===== config.mk =====
export PLATFORM = sky130hd
export DESIGN_NAME = wb_regfile_flat
export DESIGN_NICKNAME = d
export VERILOG_FILES = /design/src/rtl/cpu_pkg.sv /design/src/rtl/wb_regfile_if.sv /design/src/rtl/regfile_2r1w.sv /design/src/rtl/wb_regfile.sv /design/src/flat_wrapper.sv
export SDC_FILE = /design/constraint.sdc
export NUM_CORES = 1
export LEC_CHECK = 0
export CORE_MARGIN = 2
export CORE_UTILIZATION = 40
export CTS_CLUSTER_DIAMETER = 150
export DETAILED_ROUTE_END_ITERATION = 6
export GPL_TIMING_DRIVEN = 0
export PLACE_DENSITY = 0.61
export SLEW_MARGIN = 0
export SYNTH_ARGS = -nofsm -noshare
export SYNTH_HDL_FRONTEND = slang
export SYNTH_SLANG_ARGS = --single-unit

===== constraint.sdc =====
create_clock -name clk -period 1.8 [get_ports clk]
set_input_delay 0.18 -clock clk [delete_from_list [all_inputs] [get_ports clk]]
set_output_delay 0.18 -clock clk [all_outputs]
set_load 0.1 [all_outputs]

===== src/rtl/cpu_pkg.sv =====
// rtl/cpu_pkg.sv - shared CPU datapath constants and encodings
// Widths, write-back select encodings and the hard-wired zero register index.
package cpu_pkg;

  localparam int DATA_W = 8;
  localparam int ADDR_W = 4;

  // MEM/WB mux3 encoding
  localparam logic WB_SEL_ALU = 1'b0;
  localparam logic WB_SEL_MEM = 1'b1;

  localparam int R0 = 0;

endpackage


===== src/rtl/wb_regfile_if.sv =====
// rtl/wb_regfile_if.sv - write-back / register-file port bundle
// MEM/WB inputs, the two ID read ports and the trace outputs.
interface wb_regfile_if #(
  parameter int DATA_W = 8,
  parameter int ADDR_W = 4,
  parameter int CNT_W  = 16
);

  logic              wb_sel;
  logic              wb_en;
  logic [ADDR_W-1:0] wb_addr;
  logic [DATA_W-1:0] alu_data;
  logic [DATA_W-1:0] mem_data;
  logic [ADDR_W-1:0] rs_addr;
  logic [ADDR_W-1:0] rt_addr;
  logic [DATA_W-1:0] rs_data;
  logic [DATA_W-1:0] rt_data;
  logic [DATA_W-1:0] wb_data;
  logic [ADDR_W-1:0] last_wr_addr;
  logic [DATA_W-1:0] last_wr_data;
  logic [CNT_W-1:0]  wr_count;

  modport master (
    output wb_sel, wb_en, wb_addr, alu_data, mem_data, rs_addr, rt_addr,
    input  rs_data, rt_data, wb_data, last_wr_addr, last_wr_data, wr_count
  );

  modport slave (
    input  wb_sel, wb_en, wb_addr, alu_data, mem_data, rs_addr, rt_addr,
    output rs_data, rt_data, wb_data, last_wr_addr, last_wr_data, wr_count
  );

endinterface


===== src/rtl/regfile_2r1w.sv =====
// rtl/regfile_2r1w.sv - 2-read 1-write register storage
// Raw storage only: no bypass and no zero-register handling.
module regfile_2r1w
  import cpu_pkg::*;
#(
  parameter int DATA_W = cpu_pkg::DATA_W,
  parameter int ADDR_W = cpu_pkg::ADDR_W
) (
  input  logic              clk,
  input  logic              rst_n,
  input  logic              we,
  input  logic [ADDR_W-1:0] waddr,
  input  logic [DATA_W-1:0] wdata,
  input  logic [ADDR_W-1:0] raddr_a,
  output logic [DATA_W-1:0] rdata_a,
  input  logic [ADDR_W-1:0] raddr_b,
  output logic [DATA_W-1:0] rdata_b
);

  localparam int DEPTH = 2 ** ADDR_W;

  logic [DATA_W-1:0] mem [DEPTH];

  always_ff @(posedge clk or negedge rst_n) begin
    if (!rst_n) begin
      for (int i = 0; i < DEPTH; i++) begin
        mem[i] <= '0;
      end
    end else if (we) begin
      mem[waddr] <= wdata;
    end
  end

  // Depth is a full power of two, so every index is in range.
  assign rdata_a = mem[raddr_a];
  assign rdata_b = mem[raddr_b];

endmodule


===== src/rtl/wb_regfile.sv =====
// rtl/wb_regfile.sv - write-back stage and architectural register file
// Write-back mux, same-cycle read bypass, R0 handling, write trace and counter.
module wb_regfile
  import cpu_pkg::*;
#(
  parameter int DATA_W   = cpu_pkg::DATA_W,
  parameter int ADDR_W   = cpu_pkg::ADDR_W,
  parameter bit ZERO_REG = 1'b1,
  parameter int CNT_W    = 16
) (
  input  logic        clk,
  input  logic        rst_n,
  wb_regfile_if.slave bus
);

  localparam logic [ADDR_W-1:0] R0_IDX = ADDR_W'(R0);

  logic [DATA_W-1:0] wb_data_c;
  logic [DATA_W-1:0] raw_a;
  logic [DATA_W-1:0] raw_b;
  logic [DATA_W-1:0] rs_c;
  logic [DATA_W-1:0] rt_c;
  logic              wr_to_r0;
  logic              commit;
  logic [ADDR_W-1:0] last_addr_q;
  logic [DATA_W-1:0] last_data_q;
  logic [CNT_W-1:0]  count_q;

  assign wb_data_c = (bus.wb_sel == WB_SEL_MEM) ? bus.mem_data : bus.alu_data;

  // A write to R0 is dropped entirely: storage, trace and counter all ignore it.
  assign wr_to_r0 = ZERO_REG && (bus.wb_addr == R0_IDX);
  assign commit   = bus.wb_en && !wr_to_r0;

  regfile_2r1w #(
    .DATA_W (DATA_W),
    .ADDR_W (ADDR_W)
  ) u_regs (
    .clk     (clk),
    .rst_n   (rst_n),
    .we      (commit),
    .waddr   (bus.wb_addr),
    .wdata   (wb_data_c),
    .raddr_a (bus.rs_addr),
    .rdata_a (raw_a),
    .raddr_b (bus.rt_addr),
    .rdata_b (raw_b)
  );

  always_comb begin
    rs_c = raw_a;
    if (commit && (bus.rs_addr == bus.wb_addr)) begin
      rs_c = wb_data_c;
    end
    if (ZERO_REG && (bus.rs_addr == R0_IDX)) begin
      rs_c = '0;
    end
  end

  always_comb begin
    rt_c = raw_b;
    if (commit && (bus.rt_addr == bus.wb_addr)) begin
      rt_c = wb_data_c;
    end
    if (ZERO_REG && (bus.rt_addr == R0_IDX)) begin
      rt_c = '0;
    end
  end

  always_ff @(posedge clk or negedge rst_n) begin
    if (!rst_n) begin
      last_addr_q <= '0;
      last_data_q <= '0;
      count_q     <= '0;
    end else if (commit) begin
      last_addr_q <= bus.wb_addr;
      last_data_q <= wb_data_c;
      if (count_q != '1) begin
        count_q <= count_q + CNT_W'(1);
      end
    end
  end

  assign bus.wb_data      = wb_data_c;
  assign bus.rs_data      = rs_c;
  assign bus.rt_data      = rt_c;
  assign bus.last_wr_addr = last_addr_q;
  assign bus.last_wr_data = last_data_q;
  assign bus.wr_count     = count_q;

endmodule


===== src/flat_wrapper.sv =====
// flat-port wrapper written by rule: the top's interface ports become plain ports
module wb_regfile_flat import cpu_pkg::*;
#(
  parameter int DATA_W   = cpu_pkg::DATA_W,
  parameter int ADDR_W   = cpu_pkg::ADDR_W,
  parameter bit ZERO_REG = 1'b1,
  parameter int CNT_W    = 16
)
  (clk, rst_n, bus_wb_sel, bus_wb_en, bus_wb_addr, bus_alu_data, bus_mem_data, bus_rs_addr, bus_rt_addr, bus_rs_data, bus_rt_data, bus_wb_data, bus_last_wr_addr, bus_last_wr_data, bus_wr_count);
  wb_regfile_if #(.DATA_W(DATA_W), .ADDR_W(ADDR_W), .CNT_W(CNT_W)) bus_i ();
  input  logic clk;
  input  logic rst_n;
  input wire logic [$bits(bus_i.wb_sel)-1:0] bus_wb_sel;
  input wire logic [$bits(bus_i.wb_en)-1:0] bus_wb_en;
  input wire logic [$bits(bus_i.wb_addr)-1:0] bus_wb_addr;
  input wire logic [$bits(bus_i.alu_data)-1:0] bus_alu_data;
  input wire logic [$bits(bus_i.mem_data)-1:0] bus_mem_data;
  input wire logic [$bits(bus_i.rs_addr)-1:0] bus_rs_addr;
  input wire logic [$bits(bus_i.rt_addr)-1:0] bus_rt_addr;
  output wire logic [$bits(bus_i.rs_data)-1:0] bus_rs_data;
  output wire logic [$bits(bus_i.rt_data)-1:0] bus_rt_data;
  output wire logic [$bits(bus_i.wb_data)-1:0] bus_wb_data;
  output wire logic [$bits(bus_i.last_wr_addr)-1:0] bus_last_wr_addr;
  output wire logic [$bits(bus_i.last_wr_data)-1:0] bus_last_wr_data;
  output wire logic [$bits(bus_i.wr_count)-1:0] bus_wr_count;
  assign bus_i.wb_sel = bus_wb_sel;
  assign bus_i.wb_en = bus_wb_en;
  assign bus_i.wb_addr = bus_wb_addr;
  assign bus_i.alu_data = bus_alu_data;
  assign bus_i.mem_data = bus_mem_data;
  assign bus_i.rs_addr = bus_rs_addr;
  assign bus_i.rt_addr = bus_rt_addr;
  assign bus_rs_data = bus_i.rs_data;
  assign bus_rt_data = bus_i.rt_data;
  assign bus_wb_data = bus_i.wb_data;
  assign bus_last_wr_addr = bus_i.last_wr_addr;
  assign bus_last_wr_data = bus_i.last_wr_data;
  assign bus_wr_count = bus_i.wr_count;
  wb_regfile #(.DATA_W(DATA_W), .ADDR_W(ADDR_W), .ZERO_REG(ZERO_REG), .CNT_W(CNT_W)) u_core (.clk(clk), .rst_n(rst_n), .bus(bus_i));
endmodule

Word-level counts from Yosys, hierarchy flattened
Index checks and enable logic that the tools add are counted.
- flip-flop bits (word level): 156
- output and inout port bits: 52
- logic and storage cells: 53
- input port bits: 32
- equality and inequality tests: 3
- $lt $le $gt $ge: 4
- reduce and logical (&&, ||, !) cells: 9
- bitwise operators: 3
- muxes and demuxes: 14
- add/subtract/negate cells: 1
- operator list (operator ; number):
    128-bit bitwise mux ; 1
    8-bit two-way mux ; 10
    8-bit binary-select mux with 4-bit select ; 2
    8-bit demux with 4-bit select ; 1
    16-bit by 1-bit adder with 16-bit output, second input constant ; 1
    16-bit inequality test, second input constant ; 1
    5-bit greater-or-equal comparator, second input constant ; 3
    4-bit inverter with 5-bit output ; 3
    4-bit logical NOT ; 3
    4-bit == test ; 2
    5-bit by 1-bit < comparator with 1-bit output, second input constant ; 1
    1-bit logical AND ; 4
    2-bit AND reduction ; 1
    1-bit logical NOT ; 1

Logic depth before layout (Yosys ltp)
Gate-level depths: netlist (run 1).
- word-level depth: 6
- depth in mapped cells: 7
- depth with buffers taken out: 5

Hierarchy
Synthesis (run 1) repeated with hierarchy kept, for this count alone.
- cells, all modules: 632
- area total of the unflattened synthesis: 8572.0 µm²
- by module, submodules not included (module ; cells each ; times used ; sequential area each (µm²) ; area an instance (µm²)):
    regfile_2r1w ; 435 ; 1 ; 3203.1 ; 6851.6
    wb_regfile ; 197 ; 1 ; 700.7 ; 1720.4

Worst setup path before layout (run 1)
Ideal clock, no wire load.
- kind: input-to-output
- start point: input bus_wb_sel
- end point: output bus_rs_data[0]
- required time: 1.620 ns
- setup slack: -1.343 ns
- arrival: 2.963 ns
- cell stages on the path: 5
- cell sequence: buf_2 -> mux2i_1 -> inv_1 -> o31ai_1 -> a31oi_1
- word-level cells in the longest chain between the ends: 3
- RTL lines (what ; RTL line ; text):
    from (decl) ; flat_wrapper.sv:13 ; input wire logic [$bits(bus_i.wb_sel)-1:0] bus_wb_sel;
    8-bit two-way mux ; wb_regfile.sv:29 ; assign wb_data_c = (bus.wb_sel == WB_SEL_MEM) ? bus.mem_data : bus.alu_data;
    via bus_wb_data[0] ; flat_wrapper.sv:22 ; output wire logic [$bits(bus_i.wb_data)-1:0] bus_wb_data;
    8-bit two-way mux ; wb_regfile.sv:52 ; if (commit && (bus.rs_addr == bus.wb_addr)) begin
    8-bit two-way mux ; wb_regfile.sv:55 ; if (ZERO_REG && (bus.rs_addr == R0_IDX)) begin
    to (decl) ; flat_wrapper.sv:20 ; output wire logic [$bits(bus_i.rs_data)-1:0] bus_rs_data;
The timed path passes the listed nets, and every way through them passes these cells.

Worst setup path after layout (run 1)
- start point: register u_core.u_regs.mem[62] (netlist name)
- end point: output bus_rs_data[6]
- word-level cells in the longest chain between the ends: 5
- RTL lines (what ; RTL line ; text):
    from (decl) ; regfile_2r1w.sv:22 ; logic [DATA_W-1:0] mem [DEPTH];
    from (signal, indexed assignment) ; regfile_2r1w.sv:30 ; mem[waddr] <= wdata;
    8-bit binary-select mux with 4-bit select ; regfile_2r1w.sv:35 ; assign rdata_a = mem[raddr_a];
    8-bit two-way mux (not written as such) (2 in a row) ; regfile_2r1w.sv:35 ;
    8-bit two-way mux ; wb_regfile.sv:52 ;
    8-bit two-way mux ; wb_regfile.sv:55 ;
Every way passes these cells. The select of a mux whose other input is x is not followed.

==> run metrics, run 1 <==
met3 WL 2240 um; Worst-Margin Slew 864 ps; VDD IR max 0.000690 V; hold_sp bus_wb_addr[0]; post-layout util 57.4%; crit path cell chain mux4_2 > mux2_4 > a211oi_4 > a21oi_4 > buf_12; total CTS buffers 17; unrepaired setup endpoints after global routing true; routed length per placed instance 23.8 um; Total Power 13.8 mW; critical path type reg2out; Top delay family on crit path multiplexers; worst setup path startpoint u_core.u_regs.mem[62]$_DFFE_PN0P_; R2R setup slack 160 ps; Placement Setup Slack -2140 ps; ratio of cells with drive above 1 in the final layout 33.4%; Async S/R FF share, synth 100%; top_reg_cell synth dfrtp_1; reg2reg end u_core.bus.wr_count[14]$_DFFE_PN0P_; Via Count 6978; core area 20200 sq um; Worst path depth 5; Mapped Nets 837; DRC viols 0; multi-input logic area 4970 sq um; vias in the first global route 7011; synth unique cells 45; Startpoint Class flip-flop; first-pass iteration count of the detailed router 5; Top Layer Used met4; Final period util 131%; wire length on met2 13200 um; DP HPWL 19800 um; Worst Setup EP bus_rs_data[6]; Root Driver clkbuf_16; total grt overflow 0; CP max-delay cell mux4_2; initial antenna violation count 0; final worst slack -556 ps; Sequential Area 3960 sq um; Yosys reg bits 156; nets@finish 956; WP data required 1620 ps; Leak 4.61 nW; cells after synthesis 804; Max stage delay on crit path 460 ps; PortBufs 76; H-Tree Depth 4; placed cell areas 10300 sq um; clock skew 4.54 ps; total wire length 28700 um; routed metal-1 wirelength 12400 um; Max-Cap Viols 0; fmax 424 MHz; CP Max Fanout 3; kind of end point of the critical path output port; Die Y 148 um; failing checks negative setup slack; worst min-delay path class in2reg; global-route wire length before repair 43800 um; Clock Latency Late Sink 440 ps; Final min period 2360 ps; Via density 5.79; Hold Vio Cnt, Final 0; pwr/cell area 1190 nW/um^2; GRT Util Overall 27.5%; status finished, violations left; yosys warns 0; Setup-failing EPs final 16; Die ar. 21800 sq um; Rows 52; Starting Density 40.7%; Die Width 148 um; Layout fillers 1725; Reg clk slew, reported paths 70 ps; Final Max Tran Viols 0; CTS sink count 156; Clock Tree Buf Depth 2; Seq/Total Area, Yosys 47.4%; antenna violation net count after detailed routing 0; CTS tree yes; Worst slew margin 42.0%; Area Overhead vs Synth 41.0%; Final Cell Area 11600 sq um; pin count of the biggest net entering global routing 99; n_diodes 0; initial DRC count 579; number of enable flip-flop cells after synthesis 0; syn avg cell area 10.2 sq um; Arrival @ worst endpoint 2180 ps; GPL Wtd Cong 0.905; Buf/Inv on CP 1; number of I/O pins 84; r2r worst-path depth 5; Reg2Reg Launch Point u_core.bus.wr_count[0]$_DFFE_PN0P_; Mapped Area 8240 sq um
## layout by cell type (no fill, tap or decap), drive strengths merged, types with 5 or more instances in the layout
master         count
xnor2             20
inv                7
a31oi             14
clkinvlp          12
clkdlybuf4s15     28
dfrtp            156
mux4              32
clkbuf            62
clkdlybuf4s50     16
nand2b             5
nand2             55
dlygate4sd2        6
o22ai             32
nor3               7
nand4              8
nor2              89
mux2i             73
nand3             22
a211oi            16
a21oi             83
o31ai             16
buf               83
o21ai             51
## what timing repair did
item | CTS | global route
pin swaps | 24 | 0
resized for setup | 337 | 17
hold endpoints to repair | 58 | 0
setup endpoints to repair | 112 | 33
hold buffers | 1 | 0
buffers inserted | 25 | 1
## cells by family after synthesis
family          after synthesis  synth area share (%)
compound gates              219                  15.6
fa+ha+maj                     1                 0.152
simple gates                212                  11.8
mux                         109                  18.2
flops                       156                  47.4
xor+xnor                     20                  2.13
buf+inv                      87                  4.71
## state kept, by name (all words and copies together), names as in the netlist
register	cells
u_core.u_regs.mem	128
u_core.bus.wr_count	16
u_core.bus.last_wr_data	8
u_core.bus.last_wr_addr	4
## cells in the mapped netlist (3+ instances only)
| library cell | instances | area share, % |
|---|---|---|
| xnor2_1 | 20 | 2.1 |
| mux2_2 | 4 | 0.55 |
| nand3b_1 | 3 | 0.27 |
| o22ai_1 | 32 | 2.4 |
| a31oi_1 | 14 | 1.1 |
| nand4_1 | 6 | 0.46 |
| or3_1 | 4 | 0.30 |
| clkbuf_1 | 44 | 2.0 |
| o21ai_0 | 50 | 3.0 |
| dfrtp_1 | 156 | 47 |
| buf_2 | 24 | 1.5 |
| a21oi_1 | 83 | 5.0 |
| nand2_1 | 54 | 2.5 |
| nand3_1 | 22 | 1.3 |
| o31ai_1 | 16 | 1.5 |
| nor2_1 | 89 | 4.1 |
| or3b_2 | 4 | 0.43 |
| and3_1 | 3 | 0.23 |
| a22o_1 | 3 | 0.32 |
| buf_4 | 6 | 0.55 |
| nand2b_1 | 5 | 0.38 |
| nor2b_1 | 3 | 0.23 |
| mux2i_1 | 73 | 8.9 |
| nor3_1 | 5 | 0.30 |
| mux4_2 | 32 | 8.7 |
| inv_1 | 10 | 0.46 |
| a211oi_1 | 15 | 1.4 |
## worst reg2reg max path, stage by stage (launching register included)
cell     delay, ps
dfrtp_4        460
ha_4           150
nand3_1        150
nor3_2         330
nand4_1        150
mux2_2         280
## final cells by class
| cell class | count | area share [%] |
|---|---|---|
| inverters | 10 | 0.582 |
| flip-flops and latches | 156 | 34.1 |
| well taps | 270 | 2.91 |
| repair buffers | 104 | 10.3 |
| plain buffers | 73 | 4.41 |
| multi-input cells | 561 | 42.8 |
| clock buffers | 19 | 3.81 |
| clock inverters | 13 | 1.14 |
## worst min-delay path by stage
stage                                             end  cells after the start
6_report       u_core.bus.last_wr_addr[0]$_DFFE_PN0P_                      2
5_1_grt        u_core.bus.last_wr_addr[0]$_DFFE_PN0P_                      2
3_3_place_gp       u_core.u_regs.mem[124]$_DFFE_PN0P_                      1
2_1_floorplan  u_core.bus.last_wr_addr[0]$_DFFE_PN0P_                      0
3_5_place_dp   u_core.bus.last_wr_data[3]$_DFFE_PN0P_                      1
4_1_cts        u_core.bus.last_wr_addr[0]$_DFFE_PN0P_                      2
## metal layers
metal	up-vias	GRT usage, %
li1	3150	-
met1	3513	37.7
met2	265	43.0
met3	50	6.67
met4	0	9.18
met5	-	0
## power by group
group | internal [mW] | switching (mW) | total (mW)
logic | 1.97 | 3.28 | 5.25
registers | 4.29 | 0.675 | 4.97
clock network | 1.97 | 1.61 | 3.59
## through the flow
step | TNS [ps] | std cells | hold slack, ps
after floorplan | -4250 | 804 | -116
after global placement | -1053980 | 1150 | 460
after detailed placement | -94580 | 1151 | 137
after CTS | -6860 | 1205 | 62.8
after global routing | -7550 | 1206 | 59.9
final | -6970 | 1206 | 60.0
Power figures use the tool's default switching activity.
==> run 2, diff against run 1 <==
--- a/config.mk
+++ b/config.mk
@@ -5,12 +5,13 @@
 export SDC_FILE = /design/constraint.sdc
 export NUM_CORES = 1
 export LEC_CHECK = 0
+export ABC_AREA = 1
 export CORE_MARGIN = 2
 export CORE_UTILIZATION = 40
 export CTS_CLUSTER_DIAMETER = 150
 export DETAILED_ROUTE_END_ITERATION = 6
 export GPL_TIMING_DRIVEN = 0
-export PLACE_DENSITY = 0.61
+export PLACE_DENSITY = 0.6
 export SLEW_MARGIN = 0
 export SYNTH_ARGS = -nofsm -noshare
 export SYNTH_HDL_FRONTEND = slang
==> run 2 against run 1 <==
Against the previous run:
- the flow still finishes with violations (negative setup slack)
- routed wire length increased by 22%
- core utilization decreased by 3.2 points
- non-clock buffer count is 17 higher
- fmax rose by 21%
- hold slack gained 28 ps
- clock power fell by 3%
- via count up 41%
- worst setup slack gained 400 ps
- first-iteration DRC count is 69% higher
- global-route usage rose by 1.2 points
- cell area rose by 6.6%
- critical endpoint is now bus_rt_data[4]
==> run metrics, run 2 <==
status finished, violations left; failing checks negative setup slack; CP max-delay cell dfrtp_1; Max-Cap Viols 0; number of I/O pins 84; critical path type reg2out; Worst path depth 9; Final min period 1950 ps; Finished Layout Cells 1843; Max stage delay on crit path 370 ps; first-pass iteration count of the detailed router 5; Post-synth top cells nand2_1, nand3_1, dfrtp_1; Clk pwr share 26.2%; DP HPWL 24800 um; antenna violation net count after detailed routing 0; ratio of cells with drive above 1 in the final layout 30.5%; Worst Setup EP bus_rt_data[4]; nets@finish 1550; syn avg cell area 6.72 sq um; most used cell along the critical path nor2_2; core area 22800 sq um; Final period util 109%; internal power 7.62 mW; Post-Place Cells 1783; post-synth top area share 41.7%; Yosys reg bits 156; number of enable flip-flop cells after synthesis 0; Leak 6.00 nW; vias in the first global route 9072; PortBufs 75; Worst-Margin Slew 589 ps; worst min-delay path class in2reg; initial antenna violation count 0; CP Max Fanout 2; Top reg by flops u_core.u_regs.mem; Area Overhead vs Synth 32.2%; CTS tree yes; kind of end point of the critical path output port; H-Tree Depth 4; post-synth top area cell dfrtp_1; pwr/cell area 1080 nW/um^2; CTS sink count 156; total wire length 34900 um; most common cell after layout, fill and taps aside nand2_1; total CTS buffers 17; top_reg_cell synth dfrtp_1; WP data required 1620 ps; VDD IR max 0.000806 V; Async S/R FF share, synth 100%; Clock Tree Buf Depth 2; Hold Vio Cnt, Final 0; Buf/Inv on CP 2; Reg2Reg Launch Point u_core.bus.wr_count[0]$_DFFE_PN0P_; Die Y 157 um; Startpoint Class flip-flop; Mapped Nets 1427; worst setup path startpoint u_core.u_regs.mem[60]$_DFFE_PN0P_; cell with the most instances after synthesis nand2_1; Gate power share 37.8%; crit path cell chain inv_1 > nand2_1 > nand3_2 > nand2_2 > nor2_2 > nor2_2 > nor2_2 > nor2_4 > buf_12; Worst slew margin 60.7%; synth unique cells 27; Layout fillers 2252; Reg clk slew, reported paths 70 ps; yosys warns 0; max FFs per register 128; final worst slack -154 ps; GRT Util Overall 28.7%; Setup-failing EPs final 16; Arrival @ worst endpoint 1770 ps; Die ar. 24700 sq um; Starting Density 41.0%; Clock Latency Late Sink 450 ps; Root Driver clkbuf_16; n_diodes 0; Flop pwr share 36.0%; fmax 512 MHz; switching part of the total 42.9%; initial DRC count 977; Top delay family on crit path simple AND/OR/NAND/NOR gates; routed length per placed instance 18.9 um; R2R setup slack 120 ps; Mapped Area 9370 sq um; Final Cell Area 12400 sq um; cells after synthesis 1394; Seq/Total Area, Yosys 41.7%; clock skew 5.50 ps; pin count of the biggest net entering global routing 86; total grt overflow 0; unrepaired setup endpoints after global routing true; r2r worst-path depth 9; Sequential Area 3930 sq um; global-route wire length before repair 52900 um; Die Width 157 um; placed cell areas 10700 sq um; multi-input logic area 5200 sq um; reg2reg end u_core.bus.wr_count[5]$_DFFE_PN0P_; Via density 5.34; most frequent cells in the layout nand2_1, dfrtp_1, nand3_1; GPL Wtd Cong 0.977; Via Count 9842; Rows 55; Final Max Tran Viols 0; Synth area leaders dfrtp_1, nand2_1, nand3_1; Net Sw Power 5.73 mW; DRC viols 0
[run 2: cell types whose count changed after synthesis, sizes merged, moves of 39 or more]
cell | previous run | this run
o21ai | 51 | 155
mux2i | 73 | 0
nand2 | 55 | 538
inv | 10 | 135
nand3 | 22 | 186
a21oi | 83 | 8
buf | 32 | 71
[run 2: power groups by stage]
stage / combinational [mW] / clock, mW / sequential [mW]
global route: 5.44 / 3.67 / 4.88
detailed placement: 4.39 / 0 / 4.80
global placement: 4.34 / 0 / 4.78
floorplan: 2.45 / 0 / 5.41
finish: 5.04 / 3.50 / 4.80
CTS: 4.82 / 3.54 / 4.78
[run 2: worst min-delay path by stage]
stage / startpoint / to / slack, ps / cells after the start
2_1_floorplan: rst_n / u_core.bus.last_wr_addr[0]$_DFFE_PN0P_ / -120 / 0
3_3_place_gp: u_core.u_regs.mem[126]$_DFFE_PN0P_ / u_core.u_regs.mem[126]$_DFFE_PN0P_ / 440 / 1
3_5_place_dp: rst_n / u_core.bus.wr_count[0]$_DFFE_PN0P_ / 190 / 1
4_1_cts: bus_wb_addr[0] / u_core.bus.last_wr_addr[0]$_DFFE_PN0P_ / 80 / 3
5_1_grt: bus_wb_addr[0] / u_core.bus.last_wr_addr[0]$_DFFE_PN0P_ / 100 / 3
6_report: bus_wb_addr[0] / u_core.bus.last_wr_addr[0]$_DFFE_PN0P_ / 90 / 3
[run 2: stage by stage]
stage          worst slack (ps)  hold WS (ps)  utilization (%)  setup TNS, ps  power, mW
6_report                   -154          87.8             54.2          -1240       13.3
5_1_grt                    -175          98.0             54.2          -2250       14.0
4_1_cts                   -92.4          84.1             52.8           -987       13.1
3_5_place_dp              -1670           190             46.8         -53550       9.19
3_3_place_gp              -7200           441             46.6       -1012040       9.12
2_1_floorplan              7.88          -116                -              0       7.86
[run 2: cell families (layout without fill, tap and decap cells)]
logic type	after synthesis	in the layout	synth area share, %
adder cells (fa/ha/maj)	1	1	0.134
AO/OA/AOI/OAI	163	163	9.11
buffers and inverters	225	361	10.7
XOR/XNOR	15	15	1.40
AND/OR/NAND/NOR	834	834	37.0
flip-flops	156	156	41.7
[run 2: tightest hold or removal path, stage by stage]
cell and delay, ps:
buf_4 150, nand2_1 100, nand2_1 60
[run 2: layout make-up]
class	instances	area share, %
repair buffers	104	9.43
multi-input cells	1013	42.0
inverters	135	4.09
flip-flops and latches	156	31.7
plain buffers	90	5.11
clock buffers	18	3.47
well taps	313	3.16
clock inverters	14	0.980
[run 2: per-layer routing]
layer	part of all wire (%)	vias to the layer above	wire [um]	GRT usage (%)
met1	46	4730	16000	42.1
li1	-	4619	-	-
met5	0	-	0	0
met4	2.3	0	791	8.40
met3	8.4	53	2930	5.67
met2	44	440	15200	42.7
[run 2: what timing repair did]
action	in CTS	in global routing
cloned	2	0
pin swaps	59	40
hold endpoints to repair	71	0
hold buffers	1	0
setup endpoints to repair	52	31
setup buffers	14	11
resized for setup	484	87
==> run 3, diff against run 2 <==
==> constraint.sdc (replaced) <==
create_clock -name clk -period 2.45 [get_ports clk]
set_input_delay 0.245 -clock clk [delete_from_list [all_inputs] [get_ports clk]]
set_output_delay 0.245 -clock clk [all_outputs]
set_load 0.1 [all_outputs]
==> run 3 against run 2 <==
Against the previous run:
- the run now ends clean
- global-route usage is 0.23 points lower
- core utilization is 5.1 points lower
- non-clock buffer count is 27 lower
- register-to-register slack improved by 630 ps
- clock-buffer cell count grew 2
- flip-flop and latch count is the same
- combinational power decreased by 36%
==> run metrics, run 3 (same netlist as run 2, synthesis figures left out) <==
Final Max Tran Viols 0; Die Y 157 um; final setup TNS 0 ps; clock skew 8.20 ps; Area Overhead vs Synth 19.8%; global-route wire length before repair 52400 um; routed length per placed instance 18.7 um; Die Width 157 um; GRT busiest layer met1; Top reg by flops u_core.u_regs.mem; ratio of cells with drive above 1 in the final layout 11.8%; met2 usage in global routing 40.6%; antenna violation net count after detailed routing 0; VDD IR max 0.000421 V; Root Driver clkbuf_16; met1 Track Usage GR 43.1%; initial antenna violation count 0; Final min period 2370 ps; Placement Setup Slack -1170 ps; worst hold slack 163 ps; Post-CTS Setup Inserts 0; n_diodes 0; Die ar. 24700 sq um; most common cell after layout, fill and taps aside nand2_1; PortBufs 75; Worst-Margin Slew 1000 ps; status complete, no violations; Arrival @ worst endpoint 2130 ps; H-Tree Depth 4; CP Max Fanout 10; kind of end point of the critical path output port; final worst slack 76.6 ps; nets@finish 1523; Leak 5.65 nW; GPL Wtd Cong 0.986; total grt overflow 0; Max-Cap Viols 0; WP data required 2200 ps; Setup-failing EPs final 0; Clock Latency Late Sink 440 ps; worst min-delay path class in2reg; Starting Density 41.0%; Rows 55; Total Power 9.42 mW; Startpoint Class primary input; number of I/O pins 84; initial DRC count 1261; max FFs per register 128; fmax 421 MHz; CTS tree yes; Hold Vio Cnt, Final 0; pin count of the biggest net entering global routing 97; total wire length 34000 um; Via density 5.24; GRT met3 Usage 5.53%; total CTS buffers 17; Final period util 96.9%; Sequential Area 3900 sq um; Layout fillers 2383; vias in the first global route 8768; multi-input logic area 4530 sq um; DP HPWL 24900 um; most frequent cells in the layout nand2_1, nand3_1, dfrtp_1; core area 22800 sq um; post-layout util 49.1%; GRT Util Overall 28.4%; Reg clk slew, reported paths 60 ps; CTS sink count 156; Clock Tree Buf Depth 2; Via Count 9519; critical path type in2out; DRC viols 0; Worst slew margin 32.9%; first-pass iteration count of the detailed router 7; pwr/cell area 839 nW/um^2
## run 3: routing by layer
| layer | vias to the layer above | share of wire, % |
|---|---|---|
| li1 | 4558 | - |
| met1 | 4461 | 46 |
| met2 | 441 | 42 |
| met3 | 59 | 9.3 |
| met4 | 0 | 2.8 |
| met5 | - | 0 |
## run 3: repair_timing
| action | in CTS | in global routing |
|---|---|---|
| resized for setup | 126 | 15 |
| pin swaps | 0 | 1 |
| endpoints found under the hold margin | 60 | 0 |
| setup endpoints to repair | 24 | 18 |
| hold buffers | 1 | 0 |
## run 3: through the flow
step | cells | cell area, sq um
after floorplan | 1394 | 9410
after global placement | 1782 | 10500
after detailed placement | 1783 | 10600
after CTS | 1815 | 11200
after global routing | 1815 | 11200
final | 1815 | 11200
## run 3: power breakdown
| part | internal [mW] | leakage, nW | switching, mW |
|---|---|---|---|
| registers | 3.10 | 1.95 | 0.360 |
| logic | 0.871 | 3.41 | 2.37 |
| clock network | 1.56 | 0.284 | 1.15 |
## run 3: path summary, 6_finish.rpt
path,slack (ps),from,cells after the start,endpoint
min,160,bus_wb_addr[0],3,u_core.bus.last_wr_addr[0]$_DFFE_PN0P_
min reg2reg,460,u_core.u_regs.mem[123]$_DFFE_PN0P_,1,u_core.u_regs.mem[123]$_DFFE_PN0P_
max reg2reg,750,u_core.bus.wr_count[0]$_DFFE_PN0P_,9,u_core.bus.wr_count[12]$_DFFE_PN0P_
max,80,bus_wb_sel,6,bus_wb_data[1]
min in group asynchronous,320,rst_n,2,u_core.bus.wr_count[6]$_DFFE_PN0P_
max in group asynchronous,1260,rst_n,3,u_core.u_regs.mem[75]$_DFFE_PN0P_
## run 3: critical path, stage by stage
cell and delay [ps]:
dlygate4sd2_1 370, buf_6 210, nand2_1 70, o21ai_2 120, inv_2 210, dlygate4sd2_1 880
## run 3: final cells by class
type                            instances  area share (%)
Clock inverter                         11            1.18
Sequential cell                       156            34.8
Inverter                              135            4.52
Buffer                                 90            4.66
Clock buffer                           20            4.07
Tap cell                              313            3.49
Multi-Input combinational cell       1013            40.4
Timing Repair Buffer                   77            6.92
